[config.mk]
export PLATFORM = sky130hd
export DESIGN_NAME = tia_playfield_sequencer_flat
export DESIGN_NICKNAME = d
export VERILOG_FILES = /design/src/rtl/tia_playfield_pkg.sv /design/src/rtl/tia_playfield_sequencer_if.sv /design/src/rtl/tia_hphase_gen.sv /design/src/rtl/tia_playfield_sequencer.sv /design/src/flat_wrapper.sv
export SDC_FILE = /design/constraint.sdc
export NUM_CORES = 1
export LEC_CHECK = 0
export CORE_ASPECT_RATIO = 1.75
export CORE_MARGIN = 3
export CORE_UTILIZATION = 44
export CTS_BUF_LIST = sky130_fd_sc_hd__clkbuf_16
export DETAILED_ROUTE_END_ITERATION = 7
export PLACE_DENSITY = 0.78
export RECOVER_POWER = 50
export SYNTH_ARGS = -nofsm -noshare
export SYNTH_HDL_FRONTEND = slang
export SYNTH_SLANG_ARGS = --single-unit
[constraint.sdc]
create_clock -name clock -period 2.25 [get_ports clock]
set_clock_uncertainty 0.05 [all_clocks]
set_input_delay 0.225 -clock clock [delete_from_list [all_inputs] [get_ports clock]]
set_output_delay 0.225 -clock clock [all_outputs]
set_load 0.02 [all_outputs]
[src/rtl/tia_playfield_pkg.sv]
// Shared constants for the TIA playfield sequencer: write addresses,
// horizontal counter width and the four colour-clock phase encodings.
package tia_playfield_pkg;

  localparam int HCOUNT_W = 6;

  localparam logic [5:0] ADDR_RSYNC  = 6'h03;
  localparam logic [5:0] ADDR_CTRLPF = 6'h0A;
  localparam logic [5:0] ADDR_PF0    = 6'h0D;
  localparam logic [5:0] ADDR_PF1    = 6'h0E;
  localparam logic [5:0] ADDR_PF2    = 6'h0F;

  typedef enum logic [1:0] {
    PH0 = 2'd0,
    PH1 = 2'd1,
    PH2 = 2'd2,
    PH3 = 2'd3
  } phase_e;

endpackage

[src/rtl/tia_playfield_sequencer_if.sv]
// CPU write bus into the sequencer. wr_en is a single-cycle strobe that
// qualifies wr_addr/wr_data; there is no ready, every strobed write is taken.
interface tia_playfield_sequencer_if;
  logic       wr_en;
  logic [5:0] wr_addr;
  logic [7:0] wr_data;

  modport master (output wr_en, output wr_addr, output wr_data);
  modport slave  (input  wr_en, input  wr_addr, input  wr_data);
endinterface

[src/rtl/tia_hphase_gen.sv]
// Colour-clock phase counter with registered, non-overlapping phase decode.
// resync forces the next phase to 0 regardless of the current one.
module tia_hphase_gen
  import tia_playfield_pkg::*;
(
  input  logic   clock,
  input  logic   reset,
  input  logic   resync,
  output phase_e phase,
  output logic   hphi1,
  output logic   hphi2,
  output logic   clkp
);

  phase_e phase_next;

  always_comb begin
    phase_next = PH0;
    if (!resync) begin
      case (phase)
        PH0:     phase_next = PH1;
        PH1:     phase_next = PH2;
        PH2:     phase_next = PH3;
        default: phase_next = PH0;
      endcase
    end
  end

  // Decoding from phase_next keeps the strobes aligned with the phase register.
  always_ff @(posedge clock or posedge reset) begin
    if (reset) begin
      phase <= PH0;
      hphi1 <= 1'b1;
      hphi2 <= 1'b0;
      clkp  <= 1'b0;
    end else begin
      phase <= phase_next;
      hphi1 <= (phase_next == PH0);
      hphi2 <= (phase_next == PH2);
      clkp  <= (phase_next == PH1) || (phase_next == PH3);
    end
  end

endmodule

[src/rtl/tia_playfield_sequencer.sv]
// Playfield timing and register-write sequencer: horizontal count, line
// markers, line-synchronised reflect control and PF0/PF1/PF2 latch strobes.
module tia_playfield_sequencer
  import tia_playfield_pkg::*;
#(
  parameter int RHB_COUNT   = 16,
  parameter int CNT_COUNT   = 36,
  parameter int LINE_COUNTS = 57
) (
  input  logic                      clock,
  input  logic                      reset,
  tia_playfield_sequencer_if.slave  bus,
  output logic                      hphi1,
  output logic                      hphi2,
  output logic                      clkp,
  output logic [HCOUNT_W-1:0]       hcount,
  output logic                      rhb,
  output logic                      cnt,
  output logic                      ref_bar,
  output logic                      pf0,
  output logic                      pf1,
  output logic                      pf2,
  output logic [7:0]                d,
  output logic                      line_end
);

  localparam logic [HCOUNT_W-1:0] LAST_COUNT = HCOUNT_W'(LINE_COUNTS - 1);
  localparam logic [HCOUNT_W-1:0] RHB_VAL    = HCOUNT_W'(RHB_COUNT);
  localparam logic [HCOUNT_W-1:0] CNT_VAL    = HCOUNT_W'(CNT_COUNT);

  phase_e              phase;
  logic                resync;
  logic                wr_ctrlpf;
  logic                wr_pf0, wr_pf1, wr_pf2;
  logic                line_start;
  logic                ref_shadow;
  logic [HCOUNT_W-1:0] hcount_next;

  assign resync    = bus.wr_en && (bus.wr_addr == ADDR_RSYNC);
  assign wr_ctrlpf = bus.wr_en && (bus.wr_addr == ADDR_CTRLPF);
  assign wr_pf0    = bus.wr_en && (bus.wr_addr == ADDR_PF0);
  assign wr_pf1    = bus.wr_en && (bus.wr_addr == ADDR_PF1);
  assign wr_pf2    = bus.wr_en && (bus.wr_addr == ADDR_PF2);

  // RSYNC counts as a line start so a pending reflect change is applied.
  assign line_start = resync || ((phase == PH3) && (hcount == LAST_COUNT));

  tia_hphase_gen u_hphase_gen (
    .clock  (clock),
    .reset  (reset),
    .resync (resync),
    .phase  (phase),
    .hphi1  (hphi1),
    .hphi2  (hphi2),
    .clkp   (clkp)
  );

  always_comb begin
    hcount_next = hcount;
    if (line_start)
      hcount_next = '0;
    else if (phase == PH3)
      hcount_next = hcount + HCOUNT_W'(1);
  end

  // Markers decode the next count so they line up with hcount itself.
  always_ff @(posedge clock or posedge reset) begin
    if (reset) begin
      hcount   <= '0;
      rhb      <= 1'b0;
      cnt      <= 1'b0;
      line_end <= 1'b0;
    end else begin
      hcount   <= hcount_next;
      rhb      <= (hcount_next == RHB_VAL);
      cnt      <= (hcount_next == CNT_VAL);
      line_end <= !resync && (phase == PH2) && (hcount == LAST_COUNT);
    end
  end

  always_ff @(posedge clock or posedge reset) begin
    if (reset) begin
      ref_shadow <= 1'b0;
      ref_bar    <= 1'b1;
    end else begin
      if (wr_ctrlpf)
        ref_shadow <= bus.wr_data[0];
      if (line_start)
        ref_bar <= ~ref_shadow;
    end
  end

  always_ff @(posedge clock or posedge reset) begin
    if (reset) begin
      pf0 <= 1'b0;
      pf1 <= 1'b0;
      pf2 <= 1'b0;
      d   <= 8'h00;
    end else begin
      pf0 <= wr_pf0;
      pf1 <= wr_pf1;
      pf2 <= wr_pf2;
      if (wr_pf0 || wr_pf1 || wr_pf2)
        d <= bus.wr_data;
    end
  end

endmodule

[src/flat_wrapper.sv]
// flat-port wrapper written by rule: the top's interface ports become plain ports
module tia_playfield_sequencer_flat import tia_playfield_pkg::*;
#(
  parameter int RHB_COUNT   = 16,
  parameter int CNT_COUNT   = 36,
  parameter int LINE_COUNTS = 57
)
  (clock, reset, hphi1, hphi2, clkp, hcount, rhb, cnt, ref_bar, pf0, pf1, pf2, d, line_end, bus_wr_en, bus_wr_addr, bus_wr_data);
  tia_playfield_sequencer_if bus_i ();
  input  logic clock;
  input  logic reset;
  output logic hphi1;
  output logic hphi2;
  output logic clkp;
  output logic [HCOUNT_W-1:0] hcount;
  output logic rhb;
  output logic cnt;
  output logic ref_bar;
  output logic pf0;
  output logic pf1;
  output logic pf2;
  output logic [7:0] d;
  output logic line_end;
  input wire logic [$bits(bus_i.wr_en)-1:0] bus_wr_en;
  input wire logic [$bits(bus_i.wr_addr)-1:0] bus_wr_addr;
  input wire logic [$bits(bus_i.wr_data)-1:0] bus_wr_data;
  assign bus_i.wr_en = bus_wr_en;
  assign bus_i.wr_addr = bus_wr_addr;
  assign bus_i.wr_data = bus_wr_data;
  tia_playfield_sequencer #(.RHB_COUNT(RHB_COUNT), .CNT_COUNT(CNT_COUNT), .LINE_COUNTS(LINE_COUNTS)) u_core (.clock(clock), .reset(reset), .bus(bus_i), .hphi1(hphi1), .hphi2(hphi2), .clkp(clkp), .hcount(hcount), .rhb(rhb), .cnt(cnt), .ref_bar(ref_bar), .pf0(pf0), .pf1(pf1), .pf2(pf2), .d(d), .line_end(line_end));
endmodule
==> Word-level counts from Yosys, hierarchy flattened <==
Cells that the tools add are included.
{ "totals": {"inputBits": 17, "reg_bits": 27, "wordCells": 49} }
{ "op_classes": {"reduce_logical": 15, "n_addsub": 1, "mux": 4, "n_eq_ne": 14, "bitwise_logic": 1} }
{ "op_table": {"columns": ["cell", "count"], "rows": [
  ["equality test 6 x 4 -> 1 bit, second input constant", 4],
  ["equality test 6 bit, second input constant", 2],
  ["two-way mux 6 bit", 2],
  ["equality test 2 bit, second input constant", 4],
  ["logical AND 1 bit", 8],
  ["adder 6 x 1 -> 6 bit, second input constant", 1],
  ["equality test 6 x 2 -> 1 bit, second input constant", 1],
  ["equality test 6 x 5 -> 1 bit, second input constant", 1],
  ["one-hot mux 2 bit (3 select lines)", 1],
  ["equality test 2 x 1 -> 1 bit, second input constant", 2],
  ["zero test 2 bit", 2],
  ["logical OR 1 bit", 4],
  ["two-way mux 2 bit", 1],
  ["zero test 1 bit", 1],
  ["NOT 1 bit", 1]
]} }

==> Longest topological paths before layout <==
Gate-level depths: netlist (run 1).
{ "logic_depth": {"word_depth": 5, "mapped_depth": 7, "ltp_nobuf": 6} }

==> By module <==
Synthesis (run 1) repeated with hierarchy kept, for this count alone.
{ "hier_totals": {"hier_cells": 105, "area_unflattened_um2": 1211.2} }
{ "modules_own_cells": {"columns": ["mod", "area_per_inst_um2", "seq_area_each_um2", "instances", "cells_each"], "rows": [
  ["tia_playfield_sequencer", 1027.2, 551.8, 1, 89],
  ["tia_hphase_gen", 183.9, 101.3, 1, 16]
]} }

==> Worst setup path before layout (run 1) <==
Ideal clock, no wire load.
{ "synth_path": {"path_type": "register to register", "startpoint": "register u_core.u_hphase_gen.phase[0]", "endpoint": "register u_core.rhb", "path_stages_with_launch": 8, "setup_time_ns": 0.121, "synth_period_minus_slack_ns": 1.824, "arrival_ns": 1.653, "path_slack_ns": 0.426, "t_required_ns": 2.079, "n_path_buf": 2, "path_cell_list": "dfrtp_1 ha_1 buf_2 inv_1 nor4_1 or2_1 buf_2 and4b_1"} }
{ "synth_between": {"elab_chain_len": 5, "elab_cells_between_ends": 6} }
{ "synth_rtl": {"columns": ["item", "line", "rtl"], "rows": [
  ["start: declaration", "tia_hphase_gen.sv:9", "output phase_e phase,"],
  ["start signal: assignment", "tia_hphase_gen.sv:37", "phase <= phase_next;"],
  ["equality test 2 bit (*)", "tia_playfield_sequencer.sv:46, tia_playfield_sequencer.sv:62", null],
  ["logical AND 1 bit", "tia_playfield_sequencer.sv:46", "assign line_start = resync || ((phase == PH3) && (hcount == LAST_COUNT));"],
  ["logical OR 1 bit", "tia_playfield_sequencer.sv:46", null],
  ["two-way mux 6 bit (*)", "tia_playfield_sequencer.sv:60", "if (line_start)"],
  ["equality test 6 x 5 -> 1 bit (*)", "tia_playfield_sequencer.sv:75", "rhb <= (hcount_next == RHB_VAL);"],
  ["end signal: assignment", "tia_playfield_sequencer.sv:75", null],
  ["end: declaration", "tia_playfield_sequencer.sv:17", "output logic rhb,"]
]} }
Every way passes the cells marked *; elsewhere a longest branch is shown, timed or not.
A chain may end at the register's enable or synchronous reset.

==> Worst setup path in the final report (run 1) <==
{ "layout_path": {"startpoint": "input port bus_wr_addr[1]", "endpoint": "register u_core.u_hphase_gen.hphi2"} }
{ "layout_between": {"elab_chain_len": 4} }
{ "layout_rtl": {"columns": ["item", "line", "rtl"], "rows": [
  ["start: declaration", "flat_wrapper.sv:25", "input wire logic [$bits(bus_i.wr_addr)-1:0] bus_wr_addr;"],
  ["equality test 6 x 2 -> 1 bit", "tia_playfield_sequencer.sv:39", "assign resync = bus.wr_en && (bus.wr_addr == ADDR_RSYNC);"],
  ["logical AND 1 bit", "tia_playfield_sequencer.sv:39", null],
  ["two-way mux 2 bit", "tia_hphase_gen.sv:19", "if (!resync) begin"],
  ["net u_core.u_hphase_gen.phase_next[1]", "tia_hphase_gen.sv:15", "phase_e phase_next;"],
  ["equality test 2 bit", "tia_hphase_gen.sv:39", "hphi2 <= (phase_next == PH2);"],
  ["end signal: assignment", "tia_hphase_gen.sv:39", null],
  ["end: declaration", "tia_hphase_gen.sv:11", "output logic hphi2,"]
]} }
The timed path passes the listed nets, and every way through them passes these cells.

==> results of run 1 <==
cell type report:
cell class	instances	area share
Timing Repair Buffer	43	0.244
Clock buffer	3	0.0440
Sequential cell	26	0.383
Inverter	6	0.0132
Multi-Input combinational cell	70	0.295
Tap cell	26	0.0191
Clock inverter	1	0.00220
sequential cells by signal (all words and copies together), names as in the netlist:
| name | cells |
|---|---|
| u_core.line_end | 1 |
| u_core.cnt | 1 |
| u_core.rhb | 1 |
| u_core.ref_bar | 1 |
| u_core.u_hphase_gen.hphi2 | 1 |
| u_core.u_hphase_gen.hphi1 | 1 |
| u_core.ref_shadow | 1 |
| u_core.d | 8 |
| u_core.u_hphase_gen.phase | 2 |
| u_core.pf2 | 1 |
| u_core.hcount | 6 |
| u_core.pf1 | 1 |
| u_core.pf0 | 1 |
kinds of logic (layout without fill, tap and decap cells):
family	Yosys count	in the layout	share of synthesized area
adder cells (fa/ha/maj)	5	5	0.0522
buffers and inverters	10	53	0.0345
XOR/XNOR	6	6	0.0439
multiplexers	10	10	0.0930
AO/OA/AOI/OAI	5	5	0.0240
AND/OR/NAND/NOR	44	44	0.207
flip-flops	26	26	0.545
per-stage QoR:
| stage | power [mW] | std cells |
|---|---|---|
| floorplan | 1.23 | 106 |
| global route | 2.08 | 175 |
| finish | 1.94 | 175 |
| detailed placement | 1.59 | 171 |
| CTS | 1.98 | 175 |
| global placement | 1.55 | 171 |
report_power, final:
group / switching [mW] / internal (mW) / total (mW) / leakage (nW)
clock: 0.147 / 0.237 / 0.385 / 0.0385
sequential: 0.136 / 0.609 / 0.745 / 0.328
combinational: 0.410 / 0.404 / 0.815 / 0.442
total: 0.693 / 1.25 / 1.94 / 0.808
synth_stat cells:
master,instances,share of area
a21oi_1,1,0.0042
clkbuf_1,1,0.0031
or2_1,1,0.0052
and3b_1,2,0.015
ha_1,5,0.052
or4b_4,1,0.011
nor3_1,5,0.021
mux2i_1,1,0.0084
and2_1,1,0.0052
nor3_4,1,0.014
o21ai_0,3,0.013
or2_2,1,0.0052
o21ai_2,1,0.0073
nand2_1,9,0.028
mux2_2,9,0.085
nor4_1,1,0.0052
and4b_1,2,0.017
inv_1,6,0.019
and3_1,2,0.010
nor2_1,13,0.041
dfrtp_1,24,0.50
nor4b_1,1,0.0073
xnor2_1,2,0.015
nand4_1,3,0.016
dfstp_2,2,0.044
xor2_1,4,0.029
buf_2,3,0.013
and2b_1,1,0.0063
routing by layer:
metal / GRT usage / wire, um
met1: 0.191 / 886
met2: 0.281 / 1320
met3: 0.0431 / 194
met4: 0.0651 / 31
met5: 0 / 0
worst max path at each step:
stage,start,endpoint,slack [ns],cells past startpoint
floorplan,u_core.u_hphase_gen.phase[0],u_core.rhb,0.43,7
global placement,bus_wr_addr[1],u_core.rhb,0.17,5
detailed placement,bus_wr_addr[1],u_core.u_hphase_gen.hphi2,0.12,5
CTS,bus_wr_addr[1],u_core.u_hphase_gen.hphi2,0.38,5
global route,u_core.u_hphase_gen.phase[0],u_core.rhb,0.20,5
finish,bus_wr_addr[1],u_core.u_hphase_gen.hphi2,0.39,5
worst max-delay path, delay by kind of cell:
kind | cells | cell delay (ns)
simple gates | 4 | 1.18
buf+inv | 1 | 0.54
==> summary.md, run 1 <==
| Metric | Value |
|---|---|
| GRT overflow | 0 |
| Status | complete, no violations |
| First drt pass iteration count | 4 |
| Placed Instance Area | 0.00163 mm2 |
| Die area | 0.00341 mm2 |
| Layout fillers | 195 |
| Clk slew on worst S/H paths | 0.06 ns |
| Reg area | 653 um2 |
| CP Cell Sequence | clkdlybuf4s50_1 > or4b_4 > nor3_4 > and2b_1 > and2_1 |
| Worst hold endpoint | u_core.ref_bar |
| Root buf cell | clkbuf_16 |
| Core area | 0.00255 mm2 |
| Final Util | 0.668 |
| Initial antenna violation count | 0 |
| Critical path startpoint category | primary input |
| Power per cell area | 1140 mW/mm2 |
| Commonest non-fill, non-tap cells in the layout | clkdlybuf4s50_1, dfrtp_1, nor2_1, dlygate4sd3_1 |
| Vias in the first global route | 986 |
| WP data required | 2.35 ns |
| Syn Area/Cell | 11.3 um2 |
| Max clock buf depth | 2 |
| Syn Std Cell Area | 0.00120 mm2 |
| Min Tclk post-route | 1.86 ns |
| Commonest non-fill, non-tap cell in the layout | clkdlybuf4s50_1 |
| Multi-input logic area | 503 um2 |
| Dpl ws | 0.118 ns |
| Fin. max-slew vios | 0 |
| Port buffer count | 40 |
| Hold-fix buffers, CTS | 0 |
| Reg2Reg Setup Slack | 0.42 ns |
| Static Leakage | 0.808 nW |
| Cells on worst reg2reg path | 5 |
| HP Start | u_core.ref_shadow |
| Row count | 24 |
| DRC Markers | 0 |
| Max FO, Critical Path | 7 |
| CTS tree | built |
| Postcts setup bufs | 0 |
| Dpl hpwl | 1950 um |
| Peak VDD IR | 0.000723 V |
| Classification of the worst setup path | in -> reg |
| N_diodes | 0 |
| Worst Hold Class | reg -> reg |
| FF+latch count, synth | 26 |
| Resized Gates After CTS | 0 |
| Yosys warnings | 0 |
| Via count | 899 |
| WL per Instance | 13.9 um |
| Final period utilization | 0.825 |
| Via density | 5.14 |
| Final hold vios | 0 |
| Hold_ws | 0.387 ns |
| Final setup violation count | 0 |
| IO Pins | 41 |
| Largest net degree at the start of global routing | 27 |
| Syn Inst Count | 106 |
| Max Freq | 0.539 GHz |
| Reg2reg end | u_core.rhb |
| Slowest cell on the critical path | clkdlybuf4s50_1 |
| Tot GR Track Use | 0.165 |
| Max incr delay on CP | 0.54 ns |
| Actual slew at the worst max-slew pin | 1.34 ns |
| GPL Wtd Cong | 0.811 |
| Setup WS post-layout | 0.393 ns |
| Final Cell Area | 0.00171 mm2 |
| Initial Util | 0.469 |
| Max-slew headroom | 0.107 |
| Final nets | 172 |
| H-tree depth | 1 |
| CTS Buf Count | 3 |
| Maxcap violations | 0 |
| CP arrival | 1.95 ns |
| ANT nets after route | 0 |
| DRT iter0 DRCs | 15 |
| Fraction of layout cells with a size suffix above 1 | 0.128 |
| RR Startpoint | u_core.u_hphase_gen.phase[0] |
| Die height | 75.0 um |
| Final setup TNS | 0 ns |
| Clock sink total | 26 |
| Clock latency at the later pin of the worst-skew pair | 0.26 ns |
| Post-Route WL | 2440 um |
| Hold Path Cell Cnt | 1 |
| First-pass GRT wire length | 4130 um |
| Synth Net Count | 128 |
| Die X | 45.4 um |
| Part of the Yosys area used for sequential elements | 0.545 |
| Area Growth Syn to Fin | 42.4% |
| Synth cell types | 28 |
| RSZ-0062 raised after global routing | false |
| CP Capture Type | register |
No activity file was read; power rests on OpenSTA's default activity.
==> run 2, diff against run 1 <==
--- a/config.mk
+++ b/config.mk
@@ -7,10 +7,10 @@
 export LEC_CHECK = 0
 export CORE_ASPECT_RATIO = 1.75
 export CORE_MARGIN = 3
-export CORE_UTILIZATION = 44
+export CORE_UTILIZATION = 40
 export CTS_BUF_LIST = sky130_fd_sc_hd__clkbuf_16
 export DETAILED_ROUTE_END_ITERATION = 7
-export PLACE_DENSITY = 0.78
+export PLACE_DENSITY = 0.75
 export RECOVER_POWER = 50
 export SYNTH_ARGS = -nofsm -noshare
 export SYNTH_HDL_FRONTEND = slang
==> constraint.sdc (replaced) <==
create_clock -name clock -period 1.5 [get_ports clock]
set_clock_uncertainty 0.05 [all_clocks]
set_input_delay 0.15 -clock clock [delete_from_list [all_inputs] [get_ports clock]]
set_output_delay 0.15 -clock clock [all_outputs]
set_load 0.02 [all_outputs]
==> run 2 against run 1 <==
  * The flow now finishes with violations (setup timing)
  * Sequential share of layout area down 5.5 points
  * Combinational power rose by 110%
  * Count of clock-buffer cells in the layout unchanged
  * Critical path type unchanged
  * Critical endpoint is now u_core.hcount[4]
==> summary.md, run 2 (synthesis gave the netlist of run 1 again) <==
| Metric | Value |
|---|---|
| Largest net degree at the start of global routing | 27 (unchanged) |
| Top reg by flops | u_core.d (unchanged) |
| Final Non-Filler Cells | 200 (was 175) |
| Fraction of layout cells with a size suffix above 1 | 0.370 (was 0.128) |
| Core area | 0.00278 mm2 (was 0.00255 mm2) |
| Net Switching | 1.24 mW (was 693 uW) |
| Hold Path Cell Cnt | 3 (was 1) |
| DRC Markers | 0 (unchanged) |
| IO Pins | 41 (unchanged) |
| CP Cell Sequence | dlygate4sd2_1 > or4b_4 > nor3_4 > or2_1 > buf_6 > nor2_2 (was clkdlybuf4s50_1 > or4b_4 > nor3_4 > and2b_1 > and2_1) |
| Commonest non-fill, non-tap cells in the layout | clkdlybuf4s50_1, buf_4, dfrtp_1, dlygate4sd2_1, mux2_2 (was clkdlybuf4s50_1, dfrtp_1, nor2_1, dlygate4sd3_1) |
| Setup WS post-layout | -0.0208 ns (was 0.393 ns) |
| Port buffer count | 40 (unchanged) |
| Worst Hold Class | in -> reg (was reg -> reg) |
| Slowest cell on the critical path | or4b_4 (was clkdlybuf4s50_1) |
| Overall power | 3.57 mW (was 1.94 mW) |
| WL per Instance | 13.8 um (was 13.9 um) |
| Int Power | 2.34 mW (was 1.25 mW) |
| First-pass GRT wire length | 4700 um (was 4130 um) |
| Combinational share of power | 0.475 (was 0.419) |
| Clock sink total | 26 (unchanged) |
| Status | finished with violations (was complete, no violations) |
| Placed Instance Area | 0.00179 mm2 (was 0.00163 mm2) |
| Max FO, Critical Path | 5 (was 7) |
| Power per cell area | 1780 mW/mm2 (was 1140 mW/mm2) |
| CP arrival | 1.62 ns (was 1.95 ns) |
| Dpl ws | -0.494 ns (was 0.118 ns) |
| Clk slew on worst S/H paths | 0.06 ns (about the same) |
| Critical path startpoint category | primary input (unchanged) |
| Static Leakage | 0.972 nW (was 0.808 nW) |
| Vias in the first global route | 1101 (was 986) |
| Final hold vios | 0 (unchanged) |
| Maxcap violations | 0 (unchanged) |
| Initial Util | 0.430 (was 0.469) |
| Layout fillers | 207 (was 195) |
| Peak VDD IR | 0.000971 V (was 0.000723 V) |
| CP Capture Type | register (unchanged) |
| Actual slew at the worst max-slew pin | 0.620 ns (was 1.34 ns) |
| Die height | 78.4 um (was 75.0 um) |
| Clk network pwr share | 0.215 (was 0.198) |
| DRT iter0 DRCs | 15 (unchanged) |
| Flop pwr share | 0.310 (was 0.383) |
| Hold-fix buffers, CTS | 0 (unchanged) |
| Area Growth Syn to Fin | 67.5% (was 42.4%) |
| CTS tree | built (unchanged) |
| Die area | 0.00371 mm2 (was 0.00341 mm2) |
| Failing checks | setup timing |
| Initial antenna violation count | 0 (unchanged) |
| Fin. max-slew vios | 0 (unchanged) |
| Via density | 5.07 (was 5.14) |
| H-tree depth | 1 (unchanged) |
| Top flop regs | u_core.d (8), u_core.hcount (6), u_core.u_hphase_gen.phase (2) (unchanged) |
| Via count | 1013 (was 899) |
| Min Tclk post-route | 1.52 ns |
| Row count | 25 (was 24) |
| Max clock buf depth | 2 (unchanged) |
| CTS Buf Count | 3 (unchanged) |
| Cells on worst reg2reg path | 7 (was 5) |
| WP data required | 1.60 ns (was 2.35 ns) |
| Dpl hpwl | 2070 um (was 1950 um) |
| Commonest non-fill, non-tap cell in the layout | clkdlybuf4s50_1 (unchanged) |
| Final Cell Area | 0.00201 mm2 (was 0.00171 mm2) |
| Final nets | 196 (was 172) |
| N_diodes | 0 (unchanged) |
| Tot GR Track Use | 0.174 (was 0.165) |
| Max incr delay on CP | 0.56 ns (was 0.54 ns) |
| Placed Instances | 187 (was 171) |
| Switching part of the total | 0.347 (was 0.357) |
| Max-slew headroom | 0.587 (was 0.107) |
| Classification of the worst setup path | in -> reg (unchanged) |
| RSZ-0062 raised after global routing | true (was false) |
| Clock latency at the later pin of the worst-skew pair | 0.26 ns (about the same) |
| Post-Route WL | 2770 um (was 2440 um) |
| Max Freq | 0.658 GHz |
| Hold_ws | 0.277 ns (was 0.387 ns) |
| Final setup violation count | 6 (was 0) |
| Max reg flops | 8 (unchanged) |
| First drt pass iteration count | 4 (unchanged) |
| Die X | 47.4 um (was 45.4 um) |
| Final period utilization | 1.01 |
| GRT overflow | 0 (unchanged) |
| GPL Wtd Cong | 0.805 (was 0.811) |
| Root buf cell | clkbuf_16 (unchanged) |
| ANT nets after route | 0 (unchanged) |
## run 2: changes by cell type in the layout (fill, tap and decap cells not counted), sizes merged
cell           change
buf               +25
dlygate4sd2       +12
dlygate4sd3       -10
clkdlybuf4s50      -3
bufinv             +1
clkbuf             -1
clkinv             -1
dlymetal6s2s       +1
## run 2: layout make-up
type / count / area (um2) / share of cell area
multi-input combinational: 70 / 592 / 0.295
clock buffer: 3 / 75.1 / 0.0374
inverter: 6 / 25.0 / 0.0125
tap: 27 / 33.8 / 0.0168
sequential: 26 / 658 / 0.328
timing repair buffer: 67 / 592 / 0.295
clock inverter: 1 / 30.0 / 0.0150
## run 2: final timing paths
kind	endpoint	slack [ns]	start
setup / recovery	u_core.hcount[4]	-0.02	bus_wr_addr[4]
hold / removal	u_core.pf0	0.28	bus_wr_addr[1]
setup reg to reg	u_core.hcount[4]	-0.01	u_core.u_hphase_gen.phase[0]
hold reg to reg	u_core.ref_bar	0.38	u_core.ref_shadow
max in group asynchronous	u_core.hcount[0]	0.53	reset
min in group asynchronous	u_core.d[2]	0.43	reset
## run 2: what timing repair did
| action | 4_1_cts | 5_1_grt |
|---|---|---|
| pin swaps | 8 | 5 |
| resized for setup | 16 | 11 |
| endpoints found under the setup margin | 20 | 18 |
| setup buffers | 5 | 4 |
| gates cloned | 0 | 0 |
## run 2: stage by stage
step                TNS (ns)  utilization
floorplan            -0.0991            -
global placement       -7.78        0.643
detailed placement     -8.10        0.643
CTS                   -0.132        0.696
global route          -0.474        0.720
finish               -0.0882        0.720
## run 2: power groups by stage
stage	sequential, mW	clock, mW	combinational [mW]
finish	1.11	0.770	1.70
global route	1.13	0.809	1.84
CTS	1.11	0.789	1.60
detailed placement	1.11	0	1.56
global placement	1.10	0	1.51
floorplan	1.30	0	0.652
## run 2: critical path: cells and delay by family
| kind | cells | cell delay [ns] |
|---|---|---|
| buf+inv | 2 | 0.41 |
| simple gates | 4 | 1.06 |
## run 2: per-layer routing
metal / track usage / up-vias / wire, um
met1: 0.197 / 481 / 1060
met3: 0.0321 / 5 / 127
met2: 0.296 / 37 / 1520
li1: - / 490 / -
met5: 0 / - / 0
met4: 0.0803 / 0 / 61
